==> src/rtl/reaction_pkg.sv <==
// rtl/reaction_pkg.sv - shared state type and defaults for the reaction timer
package reaction_pkg;

  // Round controller states
  typedef enum logic [1:0] {
    S_IDLE   = 2'd0,
    S_ARMED  = 2'd1,
    S_TIMING = 2'd2,
    S_DONE   = 2'd3
  } state_t;

  // Default reaction-count width in ms ticks
  localparam int COUNT_W_DEFAULT = 14;

endpackage

==> src/rtl/btn_sync_edge.sv <==
// rtl/btn_sync_edge.sv - button synchroniser with registered rising-edge pulse
module btn_sync_edge (
  input  logic clk,
  input  logic rst,
  input  logic btn,
  output logic press
);

  logic sync1;
  logic sync2;
  logic prev;

  // Two-flop synchroniser, delayed copy, and a registered one-clk press pulse
  always_ff @(posedge clk or posedge rst) begin
    if (rst) begin
      sync1 <= 1'b0;
      sync2 <= 1'b0;
      prev  <= 1'b0;
      press <= 1'b0;
    end else begin
      sync1 <= btn;
      sync2 <= sync1;
      prev  <= sync2;
      press <= sync2 & ~prev;
    end
  end

endmodule

==> src/rtl/reaction_timer_multi.sv <==
// rtl/reaction_timer_multi.sv - multi-player reaction timer with false-start and winner logic
module reaction_timer_multi
  import reaction_pkg::*;
#(
  parameter int NUM_CH  = 2,
  parameter int COUNT_W = COUNT_W_DEFAULT,
  localparam int WIN_W  = (NUM_CH > 1) ? $clog2(NUM_CH) : 1
) (
  input  logic                        clk,
  input  logic                        rst,
  input  logic                        tick_ms,
  input  logic                        start,
  input  logic                        go,
  input  logic                        clear,
  input  logic [NUM_CH-1:0]           button,
  output logic [NUM_CH*COUNT_W-1:0]   reaction_time,
  output logic [NUM_CH-1:0]           time_valid,
  output logic [NUM_CH-1:0]           false_start,
  output logic [WIN_W-1:0]            winner,
  output logic                        winner_valid,
  output logic                        state_busy,
  output logic                        timeout
);

  localparam logic [COUNT_W-1:0] CNT_MAX  = {COUNT_W{1'b1}};
  localparam logic [COUNT_W-1:0] CNT_LAST = {{(COUNT_W-1){1'b1}}, 1'b0};
  localparam logic [COUNT_W-1:0] CNT_ONE  = {{(COUNT_W-1){1'b0}}, 1'b1};

  state_t                           state_q, state_d;
  logic [COUNT_W-1:0]               count_q, count_d;
  logic [NUM_CH-1:0][COUNT_W-1:0]   rt_q, rt_d;
  logic [NUM_CH-1:0]                tv_q, tv_d;
  logic [NUM_CH-1:0]                fs_q, fs_d;
  logic                             timeout_q, timeout_d;
  logic                             busy_q;
  logic [WIN_W-1:0]                 win_q, win_c;
  logic                             wv_q, wv_c;
  logic [COUNT_W-1:0]               best_rt;
  logic                             results_clr;
  logic [NUM_CH-1:0]                press;

  genvar g;
  generate
    for (g = 0; g < NUM_CH; g++) begin : g_btn
      btn_sync_edge u_btn (
        .clk   (clk),
        .rst   (rst),
        .btn   (button[g]),
        .press (press[g])
      );
    end
  endgenerate

  // State register
  always_ff @(posedge clk or posedge rst) begin
    if (rst) state_q <= S_IDLE;
    else     state_q <= state_d;
  end

  // Next state and next round results; clear beats start beats everything else
  always_comb begin
    state_d     = state_q;
    count_d     = count_q;
    rt_d        = rt_q;
    tv_d        = tv_q;
    fs_d        = fs_q;
    timeout_d   = timeout_q;
    results_clr = 1'b0;
    if (clear || start) begin
      state_d     = clear ? S_IDLE : S_ARMED;
      count_d     = '0;
      rt_d        = '0;
      tv_d        = '0;
      fs_d        = '0;
      timeout_d   = 1'b0;
      results_clr = 1'b1;
    end else begin
      unique case (state_q)
        S_ARMED: begin
          fs_d = fs_q | press;
          if (go) state_d = S_TIMING;
        end
        S_TIMING: begin
          // Capture uses the pre-increment count, so a coincident tick is not seen
          for (int i = 0; i < NUM_CH; i++) begin
            if (press[i] && !tv_q[i] && !fs_q[i]) begin
              rt_d[i] = count_q;
              tv_d[i] = 1'b1;
            end
          end
          if (tick_ms && count_q != CNT_MAX) count_d = count_q + CNT_ONE;
          if (tick_ms && count_q == CNT_LAST) begin
            state_d   = S_DONE;
            timeout_d = 1'b1;
          end else if (&(tv_d | fs_d)) begin
            state_d = S_DONE;
          end
        end
        default: ;
      endcase
    end
  end

  // Fastest valid channel from the registered results; strict compare keeps the lowest index on ties
  always_comb begin
    win_c   = '0;
    wv_c    = 1'b0;
    best_rt = '0;
    for (int i = 0; i < NUM_CH; i++) begin
      if (tv_q[i] && (!wv_c || rt_q[i] < best_rt)) begin
        win_c   = WIN_W'(i);
        wv_c    = 1'b1;
        best_rt = rt_q[i];
      end
    end
  end

  // Result, count and output registers
  always_ff @(posedge clk or posedge rst) begin
    if (rst) begin
      count_q   <= '0;
      rt_q      <= '0;
      tv_q      <= '0;
      fs_q      <= '0;
      timeout_q <= 1'b0;
      busy_q    <= 1'b0;
      win_q     <= '0;
      wv_q      <= 1'b0;
    end else begin
      count_q   <= count_d;
      rt_q      <= rt_d;
      tv_q      <= tv_d;
      fs_q      <= fs_d;
      timeout_q <= timeout_d;
      busy_q    <= (state_d == S_ARMED) || (state_d == S_TIMING);
      win_q     <= results_clr ? '0 : win_c;
      wv_q      <= results_clr ? 1'b0 : wv_c;
    end
  end

  assign reaction_time = rt_q;
  assign time_valid    = tv_q;
  assign false_start   = fs_q;
  assign winner        = win_q;
  assign winner_valid  = wv_q;
  assign state_busy    = busy_q;
  assign timeout       = timeout_q;

endmodule

==> config.mk <==
export PLATFORM = sky130hd
export DESIGN_NAME = reaction_timer_multi
export DESIGN_NICKNAME = d
export VERILOG_FILES = /design/src/rtl/reaction_pkg.sv /design/src/rtl/btn_sync_edge.sv /design/src/rtl/reaction_timer_multi.sv
export SDC_FILE = /design/constraint.sdc
export NUM_CORES = 1
export LEC_CHECK = 0
export BUFFER_PORTS_ARGS = -buffer_cell sky130_fd_sc_hd__buf_4
export CORE_MARGIN = 1
export CORE_UTILIZATION = 59
export CTS_BUF_LIST = sky130_fd_sc_hd__clkbuf_2 sky130_fd_sc_hd__clkbuf_4 sky130_fd_sc_hd__clkbuf_8
export CTS_CLUSTER_DIAMETER = 40
export DETAILED_ROUTE_END_ITERATION = 12
export GPL_TIMING_DRIVEN = 0
export PLACE_DENSITY = 0.82
export SETUP_SLACK_MARGIN = 0.5
export SLEW_MARGIN = 40
export SYNTH_ARGS = -nofsm -noshare
export SYNTH_HDL_FRONTEND = slang
export SYNTH_HIERARCHICAL = 1
export SYNTH_SLANG_ARGS = --single-unit
==> constraint.sdc <==
create_clock -name clk -period 2.6 [get_ports clk]
set_input_delay 0.52 -clock clk [delete_from_list [all_inputs] [get_ports clk]]
set_output_delay 0.52 -clock clk [all_outputs]
set_load 0.01 [all_outputs]
After elaboration in Yosys (flattened, before gate mapping)
Cells that the tools add are included.

storage, ports and cells
  flip-flop bits (word level) = 60
  input port bits = 8
  logic and storage cells = 91
  output and inout bits = 36

operators by class
  reduce and logical (&&, ||, !) cells = 26
  muxes and demuxes = 33
  add/subtract/negate cells = 1
  bitwise gates (word level) = 6
  $lt $le $gt $ge = 1
  equal/unequal tests = 6

operators with widths
  operator                 number
  $mux W14                 6
  $mux W28                 2
  $mux W1                  16
  $mux W2                  8
  $add A14 B1 Y14 const B  1
  $eq A14 B14 Y1 const B   1
  $lt A14 B14 Y1           1
  $ne A14 B14 Y1 const B   1
  $reduce_bool A2 Y1       6
  $reduce_and A2 Y1        5
  $logic_and A1 B1 Y1      7
  $logic_not A1 Y1         5
  $eq A2 B1 Y1 const B     2
  $eq A2 B2 Y1 const B     2
  $or A2 B2 Y2             2
  $pmux W2 S2              1
  $logic_or A1 B1 Y1       3
  $and A1 B1 Y1            2
  $not A1 Y1               2

Logic depth before layout (Yosys ltp)
  word-level depth = 14
  gate-level depth with buffers = 9
  mapped depth without buffers = 7

By module
The synthesis kept the hierarchy.

by module, submodules not included
  module                area an instance (sq um)  sequential area each (sq um)  cells each  times used
  reaction_timer_multi  2,717.6                   1,301.2                       303         1
  btn_sync_edge         117.6                     100.1                         6           2

Least setup slack after synthesis
No wires, ideal clock.

  path kind = reg2reg
  start = reg tv_q[0] (netlist: time_valid[0])
  end = reg win_q (netlist: winner)
  arrival = 1.872 ns
  required time = 2.471 ns
  setup slack = 0.599 ns
  path buffers = 2
  clock period less this slack = 2.001 ns
  setup time = 0.129 ns
  cell stages (with the launch flop) = 10
  cell sequence = dfrtp_1 buf_2 buf_1 nand2_1 ha_1 nand4_1 nor3_1 o211ai_1 o22ai_1 o22ai_1

between the ends
  word-level cells in the longest chain between the ends = 6
  elaborated cells on any way between the ends = 8
  classes of those cells = 1 x order compare; 4 x mux; 3 x reduce/logical

RTL lines
  what                                                       RTL line                     text
  start, declared                                            reaction_timer_multi.sv:32   logic [NUM_CH-1:0] tv_q, tv_d;
  start signal, assigned                                     reaction_timer_multi.sv:132  tv_q <= tv_d;
  $mux W14 / $mux W1 (equally long branches)                 reaction_timer_multi.sv:110  if (tv_q[i] && (!wv_c || rt_q[i] < best_rt)) begin
  $lt A14 B14 Y1 / $logic_not A1 Y1 (equally long branches)  reaction_timer_multi.sv:110
  $logic_or A1 B1 Y1 (*)                                     reaction_timer_multi.sv:110
  $logic_and A1 B1 Y1 (*)                                    reaction_timer_multi.sv:110
  $mux W1 (*)                                                reaction_timer_multi.sv:110
  $mux W1 (*)                                                reaction_timer_multi.sv:136  win_q <= results_clr ? '0 : win_c;
  end signal, assigned                                       reaction_timer_multi.sv:136
  end, declared                                              reaction_timer_multi.sv:36   logic [WIN_W-1:0] win_q, win_c;

Mark *: on every way between the ends. The rest lies on a longest branch, timed or not.
A chain may end at the register's enable or synchronous reset.

Final worst setup path
Ends and elaborated chain as after synthesis.

==> impl_results.html <==
<table>
<tr><th>Metric</th><th>Value</th></tr>
<tr><th colspan="2">Detailed routing</th></tr>
<tr><td>Per-cell via count in the routed design</td><td>5.54</td></tr>
<tr><td>Number of remaining DRC errors</td><td>0</td></tr>
<tr><td>Final wirelength</td><td>6.94 mm</td></tr>
<tr><td>Antenna Nets Post-Route</td><td>0</td></tr>
<tr><td>DRT Pass-1 Iters</td><td>4</td></tr>
<tr><td>Routed len/inst</td><td>15.7 um</td></tr>
<tr><td>First DRT Iteration DRCs</td><td>204</td></tr>
<tr><td>Count of vias placed by the detailed router</td><td>2448</td></tr>
<tr><th colspan="2">Placed design</th></tr>
<tr><td>Number of buffer cells added on primary ports</td><td>43</td></tr>
<tr><td>Detailed-placement wirelength estimate</td><td>5.02 mm</td></tr>
<tr><td>Global placement routability congestion</td><td>0.812</td></tr>
<tr><td>Number of cells in the design after placement</td><td>426</td></tr>
<tr><th colspan="2">Run status</th></tr>
<tr><td>Outcome</td><td>complete, no violations</td></tr>
<tr><th colspan="2">Min path</th></tr>
<tr><td>Min-Delay Path Class</td><td>input port to async pin</td></tr>
<tr><th colspan="2">Timing</th></tr>
<tr><td>Number of hold violations in the final report</td><td>0</td></tr>
<tr><td>Actual slew at the worst max-slew pin</td><td>0.553 ns</td></tr>
<tr><td>Max Slew Vio Count</td><td>0</td></tr>
<tr><td>Final worst path period need</td><td>2.03 ns</td></tr>
<tr><td>RSZ-0062 raised after global routing</td><td>no</td></tr>
<tr><td>Setup TNS after final layout</td><td>0 ns</td></tr>
<tr><td>Final critical-path share of the clock period</td><td>78.0%</td></tr>
<tr><td>Clock tree skew after final layout</td><td>0.00709 ns</td></tr>
<tr><td>Final setup violation count</td><td>0</td></tr>
<tr><td>Maximum clock rate</td><td>493 MHz</td></tr>
<tr><td>Worst rel slew slack</td><td>62.1%</td></tr>
<tr><th colspan="2">Cells and area</th></tr>
<tr><td>Final cell count without fillers</td><td>442</td></tr>
<tr><td>Fraction of layout instances using a drive strength above 1</td><td>20.8%</td></tr>
<tr><td>Most common library cell in the layout ignoring fill and taps</td><td>sky130_fd_sc_hd__nand2_1</td></tr>
<tr><td>Net total in the final layout</td><td>397</td></tr>
<tr><td>Commonest cells after routing, fill and taps aside</td><td>sky130_fd_sc_hd__nand2_1 (77), sky130_fd_sc_hd__dfrtp_1 (60), sky130_fd_sc_hd__buf_4 (45)</td></tr>
<tr><td>Ant diodes</td><td>0</td></tr>
<tr><td>Final design utilization</td><td>76.4%</td></tr>
<tr><td>Post-synthesis to final-layout area growth</td><td>23.1%</td></tr>
<tr><td>Total of fill cells in the finished design</td><td>334</td></tr>
<tr><th colspan="2">Synthesis</th></tr>
<tr><td>Net count after synthesis</td><td>341</td></tr>
<tr><td>Synthesis-stage register bit count</td><td>60</td></tr>
<tr><td>Syn_area_per_cell</td><td>9.37 um2</td></tr>
<tr><td>Number of warnings reported in the yosys synthesis log</td><td>6</td></tr>
<tr><td>Number of synthesized flops with an enable pin</td><td>0</td></tr>
<tr><td>Share of async-settable or async-resettable flops after synthesis</td><td>100%</td></tr>
<tr><td>Most common flop cell mapped by yosys</td><td>sky130_fd_sc_hd__dfrtp_1</td></tr>
<tr><td>Number of standard cells after synthesis</td><td>315</td></tr>
<tr><td>Share of synthesized area occupied by flip-flops and latches</td><td>50.8%</td></tr>
<tr><td>Syn Std Cell Area</td><td>0.00295 mm2</td></tr>
<tr><td>Count of different cell masters after synthesis</td><td>40</td></tr>
<tr><th colspan="2">Run</th></tr>
<tr><td>Max-cap violation count</td><td>0</td></tr>
<tr><th colspan="2">Setup path</th></tr>
<tr><td>Crit path buffers/inverters</td><td>1</td></tr>
<tr><td>CP Launch Type</td><td>flop</td></tr>
<tr><td>Classification of the worst setup path</td><td>flop to flop</td></tr>
<tr><td>Kind of end point of the critical path</td><td>flop</td></tr>
<tr><td>Worst path most repeated cell</td><td>sky130_fd_sc_hd__o22ai_1</td></tr>
<tr><td>Arrival time at the worst endpoint</td><td>2.29 ns</td></tr>
<tr><td>Crit path cell chain</td><td>buf_4, nand2_1, ha_1, a21o_1, a2111oi_0, o22ai_1, o22ai_1</td></tr>
<tr><td>Family with the most delay on the worst path</td><td>compound AO/OA/AOI/OAI gates</td></tr>
<tr><td>Peak per-stage delay on the critical path</td><td>0.56 ns</td></tr>
<tr><td>Cell with the biggest individual delay on the critical path</td><td>sky130_fd_sc_hd__a2111oi_0</td></tr>
<tr><td>Maximum fanout along the worst path</td><td>10</td></tr>
<tr><td>Required time of the critical path</td><td>2.86 ns</td></tr>
<tr><th colspan="2">Clock tree</th></tr>
<tr><td>Maximum clock insertion buffer count</td><td>2</td></tr>
<tr><td>Clock insertion delay at the later pin of the skew report</td><td>0.34 ns</td></tr>
<tr><td>Register clock-pin slew on the reported worst setup and hold paths</td><td>0.06 ns</td></tr>
<tr><td>Hold bufs inserted after CTS</td><td>0</td></tr>
<tr><td>Clock H-tree levels</td><td>3</td></tr>
<tr><td>CTS buffer count</td><td>9</td></tr>
<tr><td>CTS tree</td><td>built</td></tr>
<tr><td>CTS root buffer</td><td>sky130_fd_sc_hd__clkbuf_8</td></tr>
<tr><td>Sinks on Clock Net</td><td>60</td></tr>
<tr><th colspan="2">Floorplan</th></tr>
<tr><td>Starting Density</td><td>62.1%</td></tr>
<tr><td>Floorplan Core Area</td><td>0.00475 mm2</td></tr>
<tr><td>Die Width</td><td>72.7 um</td></tr>
<tr><td>Ports</td><td>44</td></tr>
<tr><td>Std-Cell Rows</td><td>25</td></tr>
<tr><td>Full die area</td><td>0.00529 mm2</td></tr>
<tr><td>Die Y</td><td>72.7 um</td></tr>
<tr><th colspan="2">Power</th></tr>
<tr><td>Total power density per cell area</td><td>528 mW/mm2</td></tr>
<tr><td>Leak pwr</td><td>1.58 nW</td></tr>
<tr><td>Post-layout power</td><td>1.92 mW</td></tr>
<tr><td>Maximum vdd drop</td><td>0.000478 V</td></tr>
<tr><th colspan="2">Global routing</th></tr>
<tr><td>Wire length of the first global-routing pass</td><td>11.3 mm</td></tr>
<tr><td>Initial antenna violation count</td><td>0</td></tr>
<tr><td>Largest net degree at the start of global routing</td><td>38</td></tr>
<tr><td>GRT Util Overall</td><td>29.2%</td></tr>
<tr><td>GRT Residual Overflow</td><td>0</td></tr>
<tr><td>Number of global-route vias before repair</td><td>2332</td></tr>
</table>
==> power by group <==
group	switching (mW)	leakage, nW	internal [mW]
Clock	0.346	0.110	0.538
Sequential	0.00757	0.819	0.944
Combinational	0.0556	0.655	0.0293
Total	0.409	1.58	1.51
==> metal layers <==
metal	GRT usage [%]	vias to the layer above	routed length, um
met5	0	-	0
met1	37.8	1181	3030
met2	47.6	72	3470
met4	10.7	0	97
li1	-	1184	-
met3	8.01	11	351
==> flip-flops by register name, summed over array words and instances, names as in the netlist <==
| signal | cells |
|---|---|
| reaction_time | 28 |
| count_q | 14 |
| false_start | 2 |
| g_btn.u_btn/press | 2 |
| g_btn.u_btn/prev | 2 |
| g_btn.u_btn/sync1 | 2 |
| g_btn.u_btn/sync2 | 2 |
| state_q | 2 |
| time_valid | 2 |
| state_busy | 1 |
| timeout | 1 |
| winner | 1 |
| winner_valid | 1 |
==> final timing paths <==
path                                           startpoint                             end  slack (ns)  cells past startpoint
min reg2reg                g_btn[1].u_btn/sync1$_DFF_PP0_  g_btn[1].u_btn/sync2$_DFF_PP0_        0.35                      0
max                             time_valid[0]$_DFFE_PP0P_                winner$_DFF_PP0_        0.57                      7
max reg2reg                     time_valid[0]$_DFFE_PP0P_                winner$_DFF_PP0_        0.57                      7
min                                                   rst  g_btn[1].u_btn/press$_DFF_PP0_        0.08                      2
min in group clk                                button[1]  g_btn[1].u_btn/sync1$_DFF_PP0_        0.28                      1
max in group asynchronous                             rst   reaction_time[21]$_DFFE_PP0P_        2.03                      3
==> through the flow <==
stage | cell area (um2) | setup WS [ns] | hold slack, ns
3_3_place_gp | 3360 | 0.133 | 0.335
3_5_place_dp | 3380 | 0.184 | 0.342
5_1_grt | 3630 | 0.511 | 0.0800
4_1_cts | 3600 | 0.558 | 0.0859
6_report | 3630 | 0.572 | 0.0806
2_1_floorplan | 2950 | 0.599 | 0.286
==> cell families after synthesis <==
| kind of cell | Yosys count | synth area share [%] |
|---|---|---|
| xor gates and xnor gates | 11 | 3.26 |
| adders and majority gates | 18 | 7.63 |
| buffers and inverters | 22 | 2.97 |
| AOI/OAI and AO/OA | 55 | 11.6 |
| and+or+nand+nor | 148 | 23.3 |
| DFF | 60 | 50.8 |
| muxes | 1 | 0.381 |
==> cell type report <==
class / instances / area, um2 / area share [%]
clock buffer: 14 / 180 / 4.96
buffer: 16 / 76.3 / 2.10
clock inverter: 1 / 30.0 / 0.826
multi-input combinational: 233 / 1390 / 38.2
tap: 67 / 83.8 / 2.31
inverter: 6 / 25.0 / 0.689
timing repair buffer: 45 / 350 / 9.64
sequential: 60 / 1500 / 41.3
==> Yosys cell counts, types with 2 or more instances <==
cell type / count / share of area (%)
sky130_fd_sc_hd__nand2_1: 77 / 9.8
sky130_fd_sc_hd__dfrtp_1: 60 / 51
sky130_fd_sc_hd__a21oi_1: 34 / 5.8
sky130_fd_sc_hd__nor2_1: 29 / 3.7
sky130_fd_sc_hd__ha_1: 18 / 7.6
sky130_fd_sc_hd__clkbuf_1: 11 / 1.4
sky130_fd_sc_hd__nor3_1: 10 / 1.7
sky130_fd_sc_hd__nand3_1: 9 / 1.5
sky130_fd_sc_hd__xnor2_1: 8 / 2.4
sky130_fd_sc_hd__a211oi_1: 6 / 1.5
sky130_fd_sc_hd__inv_1: 6 / 0.76
sky130_fd_sc_hd__o21ai_0: 5 / 0.85
sky130_fd_sc_hd__buf_2: 4 / 0.68
sky130_fd_sc_hd__nor4_1: 3 / 0.64
sky130_fd_sc_hd__xor2_1: 3 / 0.89
sky130_fd_sc_hd__and2_1: 2 / 0.42
sky130_fd_sc_hd__and3_1: 2 / 0.42
sky130_fd_sc_hd__and4_1: 2 / 0.59
sky130_fd_sc_hd__nand3_2: 2 / 0.68
sky130_fd_sc_hd__nor2b_4: 2 / 0.93
sky130_fd_sc_hd__o22ai_1: 2 / 0.42
sky130_fd_sc_hd__or3_1: 2 / 0.42
==> timing repair <==
| item | CTS | global route |
|---|---|---|
| endpoints found under the setup margin | 1 | 12 |
| pin swaps | 0 | 2 |
| hold endpoints to repair | 0 | 0 |
| setup buffers | 0 | 1 |
| resized for setup | 4 | 6 |
Power figures use the tool's default switching activity.
